--- src/rtl/pipe_position.sv ---
// Horizontal position, gap height and speed of one scrolling pipe.
// Moves are ungated here; oPipe_Wait tells the controller when the next move is due.
module pipe_position #(
  parameter int SCREEN_W    = 640,
  parameter int PIPE_W      = 64,
  parameter int TICK_PERIOD = 100000,
  parameter int SPEED_INIT  = 1,
  parameter int SPEED_MAX   = 15,
  parameter int GAP_MIN     = 80,
  parameter int GAP_MAX     = 400,
  parameter int GAP_DEFAULT = 240
) (
  input  logic        iClk,
  input  logic        iRst,
  input  logic        iPipe_Pos_Move,
  input  logic        iPipe_Pos_Rst,
  input  logic        iPipe_Speed_Inc,
  input  logic [8:0]  iRnd_Value,
  output logic [10:0] oPipe_X,
  output logic [8:0]  oGap_Y,
  output logic [3:0]  oSpeed,
  output logic        oPipe_Wait,
  output logic        oPipe_Gone
);

  localparam int TICK_W = (TICK_PERIOD > 1) ? $clog2(TICK_PERIOD) : 1;

  localparam logic [10:0]       START_X     = 11'(SCREEN_W + PIPE_W);
  localparam logic [TICK_W-1:0] TICK_RELOAD = TICK_W'(TICK_PERIOD - 1);
  localparam logic [8:0]        GAP_LO      = 9'(GAP_MIN);
  localparam logic [8:0]        GAP_HI      = 9'(GAP_MAX);
  localparam logic [8:0]        GAP_RST     = 9'(GAP_DEFAULT);
  localparam logic [3:0]        SPD_INIT    = 4'(SPEED_INIT);
  localparam logic [3:0]        SPD_MAX     = 4'(SPEED_MAX);

  logic [TICK_W-1:0] tickCnt;
  logic [10:0]       speedWide;
  logic [10:0]       movedX;
  logic [8:0]        gapClamped;

  assign speedWide = {7'b0, oSpeed};

  // Saturate at the left edge instead of wrapping to a huge X.
  assign movedX = (oPipe_X <= speedWide) ? 11'd0 : (oPipe_X - speedWide);

  always_comb begin
    gapClamped = iRnd_Value;
    if (iRnd_Value < GAP_LO)
      gapClamped = GAP_LO;
    else if (iRnd_Value > GAP_HI)
      gapClamped = GAP_HI;
  end

  always_ff @(posedge iClk) begin
    if (iRst) begin
      oPipe_X <= START_X;
      oGap_Y  <= GAP_RST;
      oSpeed  <= SPD_INIT;
      tickCnt <= TICK_RELOAD;
    end else begin
      if (iPipe_Pos_Rst) begin
        oPipe_X <= START_X;
        oGap_Y  <= gapClamped;
        tickCnt <= TICK_RELOAD;
      end else if (iPipe_Pos_Move) begin
        oPipe_X <= movedX;
        tickCnt <= TICK_RELOAD;
      end else if (tickCnt != '0) begin
        tickCnt <= tickCnt - 1'b1;
      end

      // Independent of move/respawn; a same-cycle move already used the old speed.
      if (iPipe_Speed_Inc)
        oSpeed <= (oSpeed < SPD_MAX) ? (oSpeed + 4'd1) : SPD_MAX;
    end
  end

  assign oPipe_Wait = (tickCnt != '0);
  assign oPipe_Gone = (oPipe_X == 11'd0);

endmodule

--- config.mk ---
export PLATFORM = sky130hd
export DESIGN_NAME = pipe_position
export DESIGN_NICKNAME = d
export VERILOG_FILES = /design/src/rtl/pipe_position.sv
export SDC_FILE = /design/constraint.sdc
export NUM_CORES = 1
export LEC_CHECK = 0
export BUFFER_PORTS_ARGS = -buffer_cell sky130_fd_sc_hd__buf_4
export CORE_ASPECT_RATIO = 1.75
export CORE_MARGIN = 4
export CORE_UTILIZATION = 50
export CTS_CLUSTER_DIAMETER = 100
export DETAILED_ROUTE_END_ITERATION = 10
export GPL_TIMING_DRIVEN = 1
export PLACE_DENSITY_LB_ADDON = 0.25
export SLEW_MARGIN = 20
export SYNTH_ARGS = -nofsm -noshare
export SYNTH_HDL_FRONTEND = slang
export SYNTH_SLANG_ARGS = --single-unit
--- constraint.sdc ---
create_clock -name iClk -period 4.49 [get_ports iClk]
set_input_delay 0.2245 -clock iClk [delete_from_list [all_inputs] [get_ports iClk]]
set_output_delay 0.2245 -clock iClk [all_outputs]
set_load 0.1 [all_outputs]
==> impl_metrics.env, run 1 <==
export IMPL_status="finished, final reports clean"
export IMPL_hold_ws_ns=0.141
export IMPL_synthArstFlopShare=0
export IMPL_power_leakage_uw=0.00102
export IMPL_cp_max_fo=9
export IMPL_cts_made_buffers=5
export IMPL_p_total_uw=943
export IMPL_synth_ff_type="dfxtp_1"
export IMPL_diodes=0
export IMPL_htreeDepth=2
export IMPL_p_int_uw=656
export IMPL_reg2reg_to="tickCnt[6]"
export IMPL_grt_max_degree=20
export IMPL_vias=1847
export IMPL_nets=298
export IMPL_reg2reg_depth=5
export IMPL_setup_tns_ns=0
export IMPL_p_comb_frac=0.208
export IMPL_antenna_found_initial=0
export IMPL_crit_path_end="oPipe_Wait"
export IMPL_die_height_um=93.3
export IMPL_synth_edf_count=0
export IMPL_layout_min_cycle_time_ns=2.61
export IMPL_gp_congestion=0.925
export IMPL_hold_buffers=0
export IMPL_cp_end_kind="output port"
export IMPL_synth_cells=238
export IMPL_switchingPower_uw=288
export IMPL_ys_ff_latch=41
export IMPL_worst_setup_path_type="reg -> out"
export IMPL_coreArea_um2=3940
export IMPL_placementRows=30
export IMPL_startpoint="tickCnt[0]"
export IMPL_slew_headroom=0.502
export IMPL_nFillCells=351
export IMPL_clk_insertion_delay_late_ns=0.30
export IMPL_fmax_mhz=384
export IMPL_hold_class="in -> reg"
export IMPL_grt_pass1_wl_um=7850
export IMPL_drt_iter0_drc=49
export IMPL_final_hold_violation_count=0
export IMPL_yosysSeqAreaShare=0.395
export IMPL_powerDensity_nw_per_um2=372
export IMPL_port_buffers=39
export IMPL_io_pins=40
export IMPL_post_place_ws_ns=2.12
export IMPL_synth_distinct_cells=54
export IMPL_dieArea_um2=5290
export IMPL_overflow=0
export IMPL_clock_tree_root_cell="clkbuf_8"
export IMPL_wl_per_cell_um=14.4
export IMPL_avgSynthCellArea_um2=8.73
export IMPL_detail_route_antenna_nets=0
export IMPL_worst_endpoint_required_ns=4.27
export IMPL_die_w_um=56.7
export IMPL_cts_buffer_depth=2
export IMPL_via_per_inst=5.67
export IMPL_cp_arrival_ns=2.38
export IMPL_track_usage=0.186
export IMPL_sw_frac_of_total=0.305
export IMPL_ys_warn_count=0
export IMPL_dp_hpwl_um=3570
export IMPL_setup_ws_ns=1.88
export IMPL_grt_pass1_vias=1849
export IMPL_worstMarginPinSlew_ns=0.740
export IMPL_drc_errors=0
export IMPL_worstSetupStartpointType="flip-flop"
export IMPL_rsz0062_at_grt="no"
export IMPL_setup_violations=0
export IMPL_power_frac_clock=0.381
export IMPL_syn_nets=259
export IMPL_drv_cap=0
export IMPL_ir_worst_vdd_uv=399
export IMPL_reg2reg_setup_slack_ns=2.19
export IMPL_finalWirelength_um=4700
export IMPL_timing_final_crit_share=0.581
export IMPL_synth_area_um2=2080
export IMPL_initial_core_util=0.527
export IMPL_clk_pin_slew_ns=0.09
export IMPL_cts_tree="yes"
export IMPL_first_pass_iters=4
export IMPL_pwr_share_seq=0.411
export IMPL_timing_rr_start="tickCnt[11]"
export IMPL_drive_gt1_frac=0.201
export IMPL_synthToLayoutAreaGrowth_pct=22.0
export IMPL_cts_resized=0
export IMPL_drv_slew=0
export IMPL_clock_sinks=41
export IMPL_final_cell_mix="dfxtp_1 (41), buf_4 (39), nor2_1 (26)"
export IMPL_final_common_cell="dfxtp_1"
export IMPL_post_cts_buffers=0
export IMPL_clock_skew_ns=0.00983
[stage by stage]
step                std cells  cell area, um2   util
finish                    326            2530  0.643
global route              326            2530  0.643
CTS                       326            2530  0.643
detailed placement        318            2400  0.608
global placement          318            2400  0.608
floorplan                 238            2080      -
[cell families after synthesis]
family | after synthesis | synth area share
multiplexers | 1 | 0.00482
flip-flops | 41 | 0.395
adder cells (fa/ha/maj) | 7 | 0.0458
XOR/XNOR | 14 | 0.0590
AO/OA/AOI/OAI | 57 | 0.187
buffers and inverters | 21 | 0.0416
AND/OR/NAND/NOR | 97 | 0.267
[worst min-delay path by stage]
stage                     cells past startpoint            start   endpoint  slack [ns]
final                                         2    iRnd_Value[0]  oGap_Y[0]        0.14
after global routing                          2    iRnd_Value[0]  oGap_Y[0]        0.14
after CTS                                     2    iRnd_Value[0]  oGap_Y[0]        0.13
after detailed placement                      2    iRnd_Value[3]  oGap_Y[3]        0.45
after global placement                        2    iRnd_Value[3]  oGap_Y[3]        0.45
after floorplan                               1  iPipe_Speed_Inc  oSpeed[1]        0.33
[cell usage after synthesis (4+ instances only)]
| cell | n | area [um2] |
|---|---|---|
| xnor2_1 | 4 | 35.0 |
| dfxtp_1 | 41 | 821 |
| o21ai_0 | 12 | 60.1 |
| o31ai_1 | 5 | 37.5 |
| a22o_1 | 4 | 35.0 |
| xor2_1 | 10 | 87.6 |
| ha_1 | 6 | 75.1 |
| clkbuf_1 | 5 | 18.8 |
| inv_1 | 14 | 52.6 |
| nor2b_1 | 7 | 43.8 |
| nor3_1 | 6 | 30.0 |
| nand2_1 | 16 | 60.1 |
| nand3_1 | 7 | 35.0 |
| nor4_1 | 4 | 25.0 |
| or3_1 | 7 | 43.8 |
| nor2_1 | 26 | 97.6 |
| a21oi_1 | 10 | 50.1 |
[power groups by stage]
| stage | clock [uW] | sequential [uW] | combinational [uW] |
|---|---|---|---|
| CTS | 365 | 388 | 197 |
| detailed placement | 0 | 396 | 196 |
| floorplan | 0 | 478 | 67.2 |
| finish | 359 | 388 | 196 |
| global placement | 0 | 396 | 195 |
| global route | 378 | 390 | 209 |
[layer usage]
metal  GRT usage  routed length, um  up-vias
li1            -                  -      933
met1       0.181               1830      865
met2       0.362               2610       41
met3      0.0387                160        8
met4      0.0792                 96        0
met5           0                  0        -
[registers in the layout (all words and copies together), names as in the netlist]
signal   cells
oGap_Y       9
oPipe_X     11
oSpeed       4
tickCnt     17
[worst max-delay path: stages (launching register included)]
cell     delay [ns]
dfxtp_1        0.33
inv_1          0.09
ha_1           0.16
nor3b_1        0.39
or4b_4         0.64
nor2_8         0.16
inv_1          0.07
buf_4          0.23
[area by class of cell]
class	count	area (um2)	share of cell area
tap	48	60.1	0.0237
clock inverter	3	68.8	0.0272
timing repair buffer	39	293	0.116
multi-input combinational	176	1170	0.462
clock buffer	5	68.8	0.0272
inverter	14	52.6	0.0207
sequential	41	821	0.324
Power figures use the tool's default switching activity.
==> inputs of run 2 (changes only) <==
clock period = 2.65 ns   (was 4.49 ns; I/O delays follow)
==> impl_metrics.env, run 2 (synthesized netlist as in run 1, its figures left out) <==
export IMPL_clk_pin_slew_ns=0.08
export IMPL_drv_cap=0
export IMPL_powerDensity_nw_per_um2=588
export IMPL_timing_final_crit_share=0.946
export IMPL_synthToLayoutAreaGrowth_pct=22.6
export IMPL_port_buffers=39
export IMPL_cts_made_buffers=5
export IMPL_grt_max_degree=20
export IMPL_fin_util=0.646
export IMPL_cp_end_kind="output port"
export IMPL_htreeDepth=2
export IMPL_worstMarginPinSlew_ns=1.00
export IMPL_critPathBufInv=2
export IMPL_slew_headroom=0.325
export IMPL_place_area_um2=2430
export IMPL_nets=302
export IMPL_worst_setup_path_type="reg -> out"
export IMPL_drc_errors=0
export IMPL_dp_hpwl_um=3670
export IMPL_clock_skew_ns=0.00672
export IMPL_max_stage_delay_ns=0.65
export IMPL_nFillCells=360
export IMPL_busiest_layer="met2"
export IMPL_regMostFlops="tickCnt"
export IMPL_worstSetupStartpointType="flip-flop"
export IMPL_finalWirelength_um=4730
export IMPL_status="finished, final reports clean"
export IMPL_io_pins=40
export IMPL_track_usage=0.198
export IMPL_clk_insertion_delay_late_ns=0.29
export IMPL_largest_registers="tickCnt: 17 flops, oPipe_X: 11 flops, oGap_Y: 9 flops"
export IMPL_ir_worst_vdd_uv=483
export IMPL_gp_congestion=0.940
export IMPL_first_pass_iters=4
export IMPL_hold_buffers=0
export IMPL_antenna_found_initial=0
export IMPL_grt_pass1_wl_um=8260
export IMPL_overflow=0
export IMPL_grtUsageMet3=0.0456
export IMPL_drive_gt1_frac=0.223
export IMPL_coreArea_um2=3940
export IMPL_detail_route_antenna_nets=0
export IMPL_placementRows=30
export IMPL_path_cells="or4_4 -> or4b_4 -> nor2_8 -> inv_1 -> buf_4"
export IMPL_cts_buffer_depth=2
export IMPL_clock_tree_root_cell="clkbuf_8"
export IMPL_drt_iter0_drc=63
export IMPL_drv_slew=0
export IMPL_grt_pass1_vias=1846
export IMPL_cp_arrival_ns=2.37
export IMPL_via_per_inst=5.60
export IMPL_fmax_mhz=399
export IMPL_wl_per_cell_um=14.3
export IMPL_hold_class="in -> reg"
export IMPL_use_met2=0.367
export IMPL_layout_min_cycle_time_ns=2.51
export IMPL_largest_reg_flops=17
export IMPL_worst_endpoint_required_ns=2.52
export IMPL_slowest_stage="or4b_4"
export IMPL_dieArea_um2=5290
export IMPL_setup_tns_ns=0
export IMPL_setup_violations=0
export IMPL_cts_tree="yes"
export IMPL_cp_max_fo=9
export IMPL_grt_use_met1=0.199
export IMPL_final_hold_violation_count=0
export IMPL_fin_area_um2=2550
export IMPL_diodes=0
export IMPL_final_common_cell="buf_4"
export IMPL_initial_core_util=0.527
export IMPL_die_w_um=56.7
export IMPL_power_leakage_uw=0.00102
export IMPL_clock_sinks=41
export IMPL_critical_path_top_delay_family="simple AND/OR/NAND/NOR gates"
export IMPL_vias=1847
export IMPL_rsz0062_at_grt="no"
export IMPL_final_cell_mix="buf_4 (43), dfxtp_1 (38), nor2_1 (26)"
export IMPL_die_height_um=93.3
[run 2: cell count changes in the layout (fill, tap and decap cells not counted), sizes merged]
cell    before  now
buf         39   43
bufinv       2    1
clkinv       0    1
inv         15   14
clkbuf       5    6
[run 2: power by group]
part	internal [uW]	total, uW	leakage, uW	switching [uW]
Clock	283	504	0.0000554	221
Sequential	637	654	0.000335	16.9
Combinational	98.1	338	0.000634	240
[run 2: layout make-up]
type / instances / area (um2) / area share
repair buffers: 43 / 323 / 0.127
flip-flops and latches: 41 / 825 / 0.324
multi-input cells: 176 / 1170 / 0.461
inverters: 14 / 52.6 / 0.0206
clock inverters: 2 / 38.8 / 0.0152
well taps: 48 / 60.1 / 0.0236
clock buffers: 6 / 72.6 / 0.0285
[run 2: repair_timing]
item	4_1_cts	5_1_grt
hold endpoints to repair	0	0
setup endpoints to repair	0	1
gates resized for setup	0	1
buffers inserted	0	0
[run 2: worst reg2reg max path: cells and delay by family (launching register included)]
kind / cells / cell delay (ns)
flip-flops: 1 / 0.36
AO/OA/AOI/OAI: 5 / 1.46
buffers and inverters: 1 / 0.07
adder cells (fa/ha/maj): 1 / 0.37
[run 2: final timing paths]
path / from / to / slack, ns / depth (start not counted)
worst max-delay path: tickCnt[4] / oPipe_Wait / 0.14 / 5
worst min-delay path: iRnd_Value[3] / oGap_Y[3] / 0.05 / 2
worst max register to register: oSpeed[2] / oPipe_X[9] / 0.32 / 7
worst min register to register: tickCnt[16] / tickCnt[16] / 0.48 / 2
[run 2: per-layer routing]
metal,vias up,part of all wire
met4,0,0.032
met2,32,0.55
met5,-,0
met3,12,0.031
met1,862,0.38
li1,941,-
[run 2: stage by stage]
stage          instances  hold slack (ns)  total power (uW)  setup slack [ns]
2_1_floorplan        238            0.234               924            0.0494
3_3_place_gp         322            0.355              1000             0.436
3_5_place_dp         322            0.363              1010             0.384
4_1_cts              330           0.0415              1510            0.0955
5_1_grt              330           0.0426              1570            0.0632
6_report             330           0.0513              1500             0.144
